==> config.mk <==
export PLATFORM = sky130hd
export DESIGN_NAME = vec_sample_packer
export DESIGN_NICKNAME = d
export VERILOG_FILES = /design/src/rtl/simd_pkg.sv /design/src/rtl/vec_out_slot.sv /design/src/rtl/vec_sample_packer.sv
export SDC_FILE = /design/constraint.sdc
export NUM_CORES = 1
export LEC_CHECK = 0
export ABC_AREA = 1
export BUFFER_PORTS_ARGS = -buffer_cell sky130_fd_sc_hd__buf_4
export CORE_ASPECT_RATIO = 1.1
export CORE_MARGIN = 2
export CORE_UTILIZATION = 35
export DETAILED_ROUTE_END_ITERATION = 7
export GPL_TIMING_DRIVEN = 0
export HOLD_SLACK_MARGIN = 0.15
export PLACE_DENSITY = 0.51
export SLEW_MARGIN = 0
export SYNTH_ARGS = -nofsm -noshare
export SYNTH_HDL_FRONTEND = slang
export SYNTH_SLANG_ARGS = --single-unit
==> constraint.sdc <==
create_clock -name clk -period 19.15 [get_ports clk]
set_clock_uncertainty 0.2 [all_clocks]
set_input_delay 3.83 -clock clk [delete_from_list [all_inputs] [get_ports clk]]
set_output_delay 3.83 -clock clk [all_outputs]
set_load 0.02 [all_outputs]
==> src/rtl/simd_pkg.sv <==
// Shared lane geometry and packer state encoding for the SIMD vector ALU front end.
package simd_pkg;
  localparam int LANE_W = 16;
  localparam int LANES  = 16;
  localparam int VEC_W  = LANE_W * LANES;
  localparam int CNT_W  = 5;

  typedef enum logic [1:0] {
    EMPTY   = 2'd0,
    FILLING = 2'd1,
    PRIMED  = 2'd2
  } pk_state_t;
endpackage

==> src/rtl/vec_out_slot.sv <==
// Single-entry valid/ready output register for assembled vectors.
module vec_out_slot
  import simd_pkg::*;
#(
  parameter int VEC_W = simd_pkg::VEC_W,
  parameter int CW    = simd_pkg::CNT_W
) (
  input  logic             clk,
  input  logic             rst,
  input  logic             i_load,
  input  logic [VEC_W-1:0] i_vec,
  input  logic [CW-1:0]    i_count,
  input  logic             i_ready,
  output logic             o_valid,
  output logic [VEC_W-1:0] o_vec,
  output logic [CW-1:0]    o_count
);

  // A load may coincide with the retirement of the previous vector.
  always_ff @(posedge clk or posedge rst) begin
    if (rst) begin
      o_valid <= 1'b0;
      o_vec   <= '0;
      o_count <= '0;
    end else if (i_load) begin
      o_valid <= 1'b1;
      o_vec   <= i_vec;
      o_count <= i_count;
    end else if (o_valid && i_ready) begin
      o_valid <= 1'b0;
    end
  end

endmodule

==> src/rtl/vec_sample_packer.sv <==
// Packs 16-bit samples into 16-lane vectors (lane 0 = newest) for the SIMD ALU.
// Define SLIDE_WINDOW_EN to enable sliding-window emission via slide_mode.
module vec_sample_packer
  import simd_pkg::*;
#(
  parameter int LANE_W = simd_pkg::LANE_W,
  parameter int LANES  = simd_pkg::LANES
) (
  input  logic                       clk,
  input  logic                       rst,
  input  logic                       flush,
  input  logic                       slide_mode,
  input  logic                       in_valid,
  output logic                       in_ready,
  input  logic [LANE_W-1:0]          in_data,
  input  logic                       in_last,
  output logic                       out_valid,
  input  logic                       out_ready,
  output logic [LANE_W*LANES-1:0]    out_vec,
  output logic [$clog2(LANES):0]     out_count
);

  localparam int VEC_W  = LANE_W * LANES;
  localparam int HIST_W = VEC_W - LANE_W;
  localparam int CW     = $clog2(LANES) + 1;

  // Only the 15 older lanes are stored; lane 0 always comes straight from in_data.
  pk_state_t          r_state;
  logic [HIST_W-1:0]  r_hist;
  logic [CW-1:0]      r_cnt;

  logic [VEC_W-1:0]   w_shift;
  logic [CW-1:0]      w_count;
  logic               w_primed, w_keep, w_cand, w_accept, w_complete;

  assign w_shift = {r_hist, in_data};

`ifdef SLIDE_WINDOW_EN
  logic r_slide;
  logic w_slide;
  // Mode is sampled only while empty so a window is never reinterpreted mid-fill.
  assign w_slide  = (r_state == EMPTY) ? slide_mode : r_slide;
  assign w_primed = (r_state == PRIMED);
  assign w_keep   = w_slide & ~in_last;
`else
  logic w_unused_slide;
  assign w_unused_slide = slide_mode;
  assign w_primed = 1'b0;
  assign w_keep   = 1'b0;
`endif

  assign w_cand     = (r_cnt == CW'(LANES - 1)) | in_last | w_primed;
  assign in_ready   = ~rst & ~flush & (~w_cand | ~out_valid | out_ready);
  assign w_accept   = in_valid & in_ready;
  assign w_complete = w_accept & w_cand;
  assign w_count    = w_primed ? CW'(LANES) : r_cnt + 1'b1;

  always_ff @(posedge clk or posedge rst) begin
    if (rst) begin
      r_state <= EMPTY;
      r_hist  <= '0;
      r_cnt   <= '0;
`ifdef SLIDE_WINDOW_EN
      r_slide <= 1'b0;
`endif
    end else begin
`ifdef SLIDE_WINDOW_EN
      r_slide <= w_slide;
`endif
      if (flush) begin
        r_state <= EMPTY;
        r_hist  <= '0;
        r_cnt   <= '0;
      end else if (w_accept) begin
        if (w_complete && !w_keep) begin
          r_state <= EMPTY;
          r_hist  <= '0;
          r_cnt   <= '0;
        end else begin
          r_hist  <= w_shift[HIST_W-1:0];
          r_cnt   <= w_complete ? CW'(LANES) : r_cnt + 1'b1;
          r_state <= w_complete ? PRIMED : FILLING;
        end
      end
    end
  end

  vec_out_slot #(.VEC_W(VEC_W), .CW(CW)) u_slot (
    .clk     (clk),
    .rst     (rst),
    .i_load  (w_complete),
    .i_vec   (w_shift),
    .i_count (w_count),
    .i_ready (out_ready),
    .o_valid (out_valid),
    .o_vec   (out_vec),
    .o_count (out_count)
  );

endmodule

==> impl_metrics.py <==
metrics = {
    "critical_path": {
        "cp_num_buf_inv": 2,
        "endpoint_kind": "output pin",
        "max_stage_delay_ns": 0.26,
        "critPathMostFrequentCell": "buf_4",
        "crit_required_ns": 15.12,
        "slowest_stage": "a21boi_0",
        "crit_path_start_kind": "input pin",
        "crit_fanout": 4,
        "arrival_ns": 4.56,
        "cp_cell_sequence": "buf_4, nor2_4, a21boi_0, buf_4",
        "crit_type": "in -> out",
        "critPathTopFamily": "buffers and inverters",
    },
    "sta": {
        "slew_viol_final": 0,
        "final.min_clock_period_ns": 8.59,
        "setup_viol": 0,
        "setup_tns_ns": 0,
        "timing.fmax_mhz": 116,
        "slew-limit-headroom": 0.522,
        "hold_violations": 0,
        "holdWs_ns": 0.276,
        "setup_slack_ns": 10.56,
        "period_share": 0.448,
        "rsz0062_at_grt": "false",
        "tightestPinTransition_ns": 0.717,
    },
    "synthesis": {
        "ys_ff_latch": 507,
        "yosysWarnings": 0,
        "ys_top_cells_by_area": "dfrtp_1 63%, o21ai_2 13%, nand2_1 9.5%, inv_1 4.9%, o21ai_1 3.9%",
        "synth.top_cell.area_share": 0.626,
        "yosysSeqAreaShare": 0.626,
        "ys_types": 23,
        "syn_avg_cell_area_um2": 10.5,
        "synth_nets": 1945,
        "synth_top_area_cell": "dfrtp_1",
        "syn-instance-count": 1920,
        "syn_area_um2": 20300,
    },
    "floorplan": {
        "die_area_um2": 59800,
        "core_um2": 57200,
        "die_h_um": 256,
        "die_w_um": 233,
        "core.rowCount": 92,
        "io_pins": 286,
        "start_util": 0.354,
    },
    "power_and_ir_drop": {
        "power_mw": 2.42,
        "ir_drop_v": 0.0000644,
        "power.density_nw_per_um2": 96.4,
        "leakagePower_nw": 11.8,
    },
    "route": {
        "wl_met1_um": 24300,
        "dr.pass1.iters": 5,
        "route.met3.wl_um": 2070,
        "vias_per_cell": 4.60,
        "drtIter0Drc": 745,
        "ant_nets": 0,
        "dr_total_vias": 14100,
        "wirelength_um": 54900,
        "routed.top_layer": "met4",
        "wl_per_cell_um": 18.0,
        "met2_length_um": 27200,
        "drc": 0,
    },
    "finish": {
        "seqCellArea_um2": 12700,
        "drive_gt1_frac": 0.327,
        "antennaDiodeCount": 0,
        "design_area_um2": 25100,
        "fin_cells": 3054,
        "multi_input_area_um2": 5660,
        "postLayoutCoreUtil": 0.440,
        "nets": 2288,
        "areaGrowthSynthToFinish_pct": 24.1,
        "fillCellCount": 5613,
    },
    "clock_tree": {
        "clkTransAtPathRegs_ns": 0.06,
        "cts_tree": "built",
        "clk_latency_ns": 0.59,
        "cts_inserted_buffers": 53,
        "cts_resized": 0,
        "post_cts_buffers": 0,
        "cts_hold_buf": 0,
        "cts_max_path_buffers": 3,
        "htree_levels": 2,
        "cts_sinks": 507,
        "cts_root_buffer": "clkbuf_16",
    },
    "global_routing": {
        "antenna_found_initial": 0,
        "grt_max_degree": 131,
        "grt_pass1_vias": 14900,
        "grtUsageTotal": 0.188,
        "grt_pass1_wl_um": 87400,
        "grt_overflow": 0,
    },
    "placed_design": {
        "dp_hpwl_um": 40100,
        "io_buffers": 284,
        "place.detailed.instances": 2960,
        "pre_cts_slack_ns": 10.56,
        "placed_area_um2": 23400,
        "gp_congestion": 0.805,
    },
    "outcome": {
        "outcome": "completed",
    },
    "min_path": {
        "worstHoldPathType": "reg -> reg",
    },
    "job": {
        "maxCapViolations": 0,
    },
}
==> cells in the final DEF, fill, tap and decap left out, types with 2 or more instances in the layout <==
cell type,netlist,layout
nand2_1,510,510
dfrtp_1,507,507
buf_4,8,292
o21ai_2,290,290
inv_1,267,266
o21ai_1,159,159
buf_6,56,56
clkbuf_16,0,55
o21ai_0,53,53
clkbuf_1,18,32
buf_2,25,25
clkinv_2,0,11
clkbuf_8,0,10
nor2_1,4,4
nand3_1,4,4
buf_16,0,4
buf_1,3,3
nand4_1,3,3
xor2_1,2,2
a21oi_1,2,2
inv_2,2,2
ha_1,2,2
bufinv_16,0,2
==> cells by family (layout without fill, tap and decap cells) <==
logic type,after synthesis,count (layout),share of synthesized area
xor+xnor,2,2,0.000865
buf+inv,379,761,0.0940
fa+ha+maj,2,2,0.00124
simple gates,524,524,0.0985
compound gates,506,506,0.179
flops,507,507,0.626
==> worst min-delay path: cells and delay by family, from the launching register on <==
kind,cells,cell delay (ns)
simple gates,1,0.07
compound gates,1,0.05
flops,1,0.34
==> cell usage after synthesis (all sizes together) <==
| library cell | count |
|---|---|
| inv | 269 |
| ha | 2 |
| nand2 | 511 |
| clkbuf | 18 |
| o21a | 1 |
| a21oi | 2 |
| o21ai | 502 |
| nor2 | 5 |
| buf | 92 |
| nand3 | 5 |
| dfrtp | 507 |
| a21boi | 1 |
| nand4 | 3 |
| xor2 | 2 |
==> registers in the layout, indices dropped and copies added (netlist names) <==
signal,count
u_slot.o_vec,256
r_hist,240
r_cnt,5
u_slot.o_count,5
u_slot.o_valid,1
==> power breakdown <==
part | switching, mW | internal [mW] | total [mW]
clock | 0.427 | 0.589 | 1.02
sequential | 0.0322 | 1.12 | 1.15
combinational | 0.161 | 0.0973 | 0.258
total | 0.620 | 1.80 | 2.42
==> area by class of cell <==
class	count	area share
flip-flops and latches	507	0.505
multi-input cells	1034	0.225
repair buffers	288	0.0892
inverters	269	0.0405
plain buffers	110	0.0356
clock buffers	79	0.0623
well taps	752	0.0374
clock inverters	15	0.00527
==> worst paths after layout <==
kind                       slack (ns)                end  cells past startpoint        start
max                             10.56           in_ready                      4          rst
min                              0.28        r_hist[160]                      2  r_hist[144]
max reg2reg                     16.40  u_slot.o_vec[184]                     10     r_cnt[0]
min reg2reg                      0.28        r_hist[160]                      2  r_hist[144]
max in group asynchronous       14.04  u_slot.o_vec[150]                      4          rst
min in group asynchronous        3.12    u_slot.o_vec[0]                      2          rst
==> metal layers <==
layer,track usage,vias to the layer above
met5,0,-
met4,0.0476,0
met3,0.0294,76
met2,0.316,234
met1,0.253,6980
li1,-,6760
(Power assumes the default switching activity.)
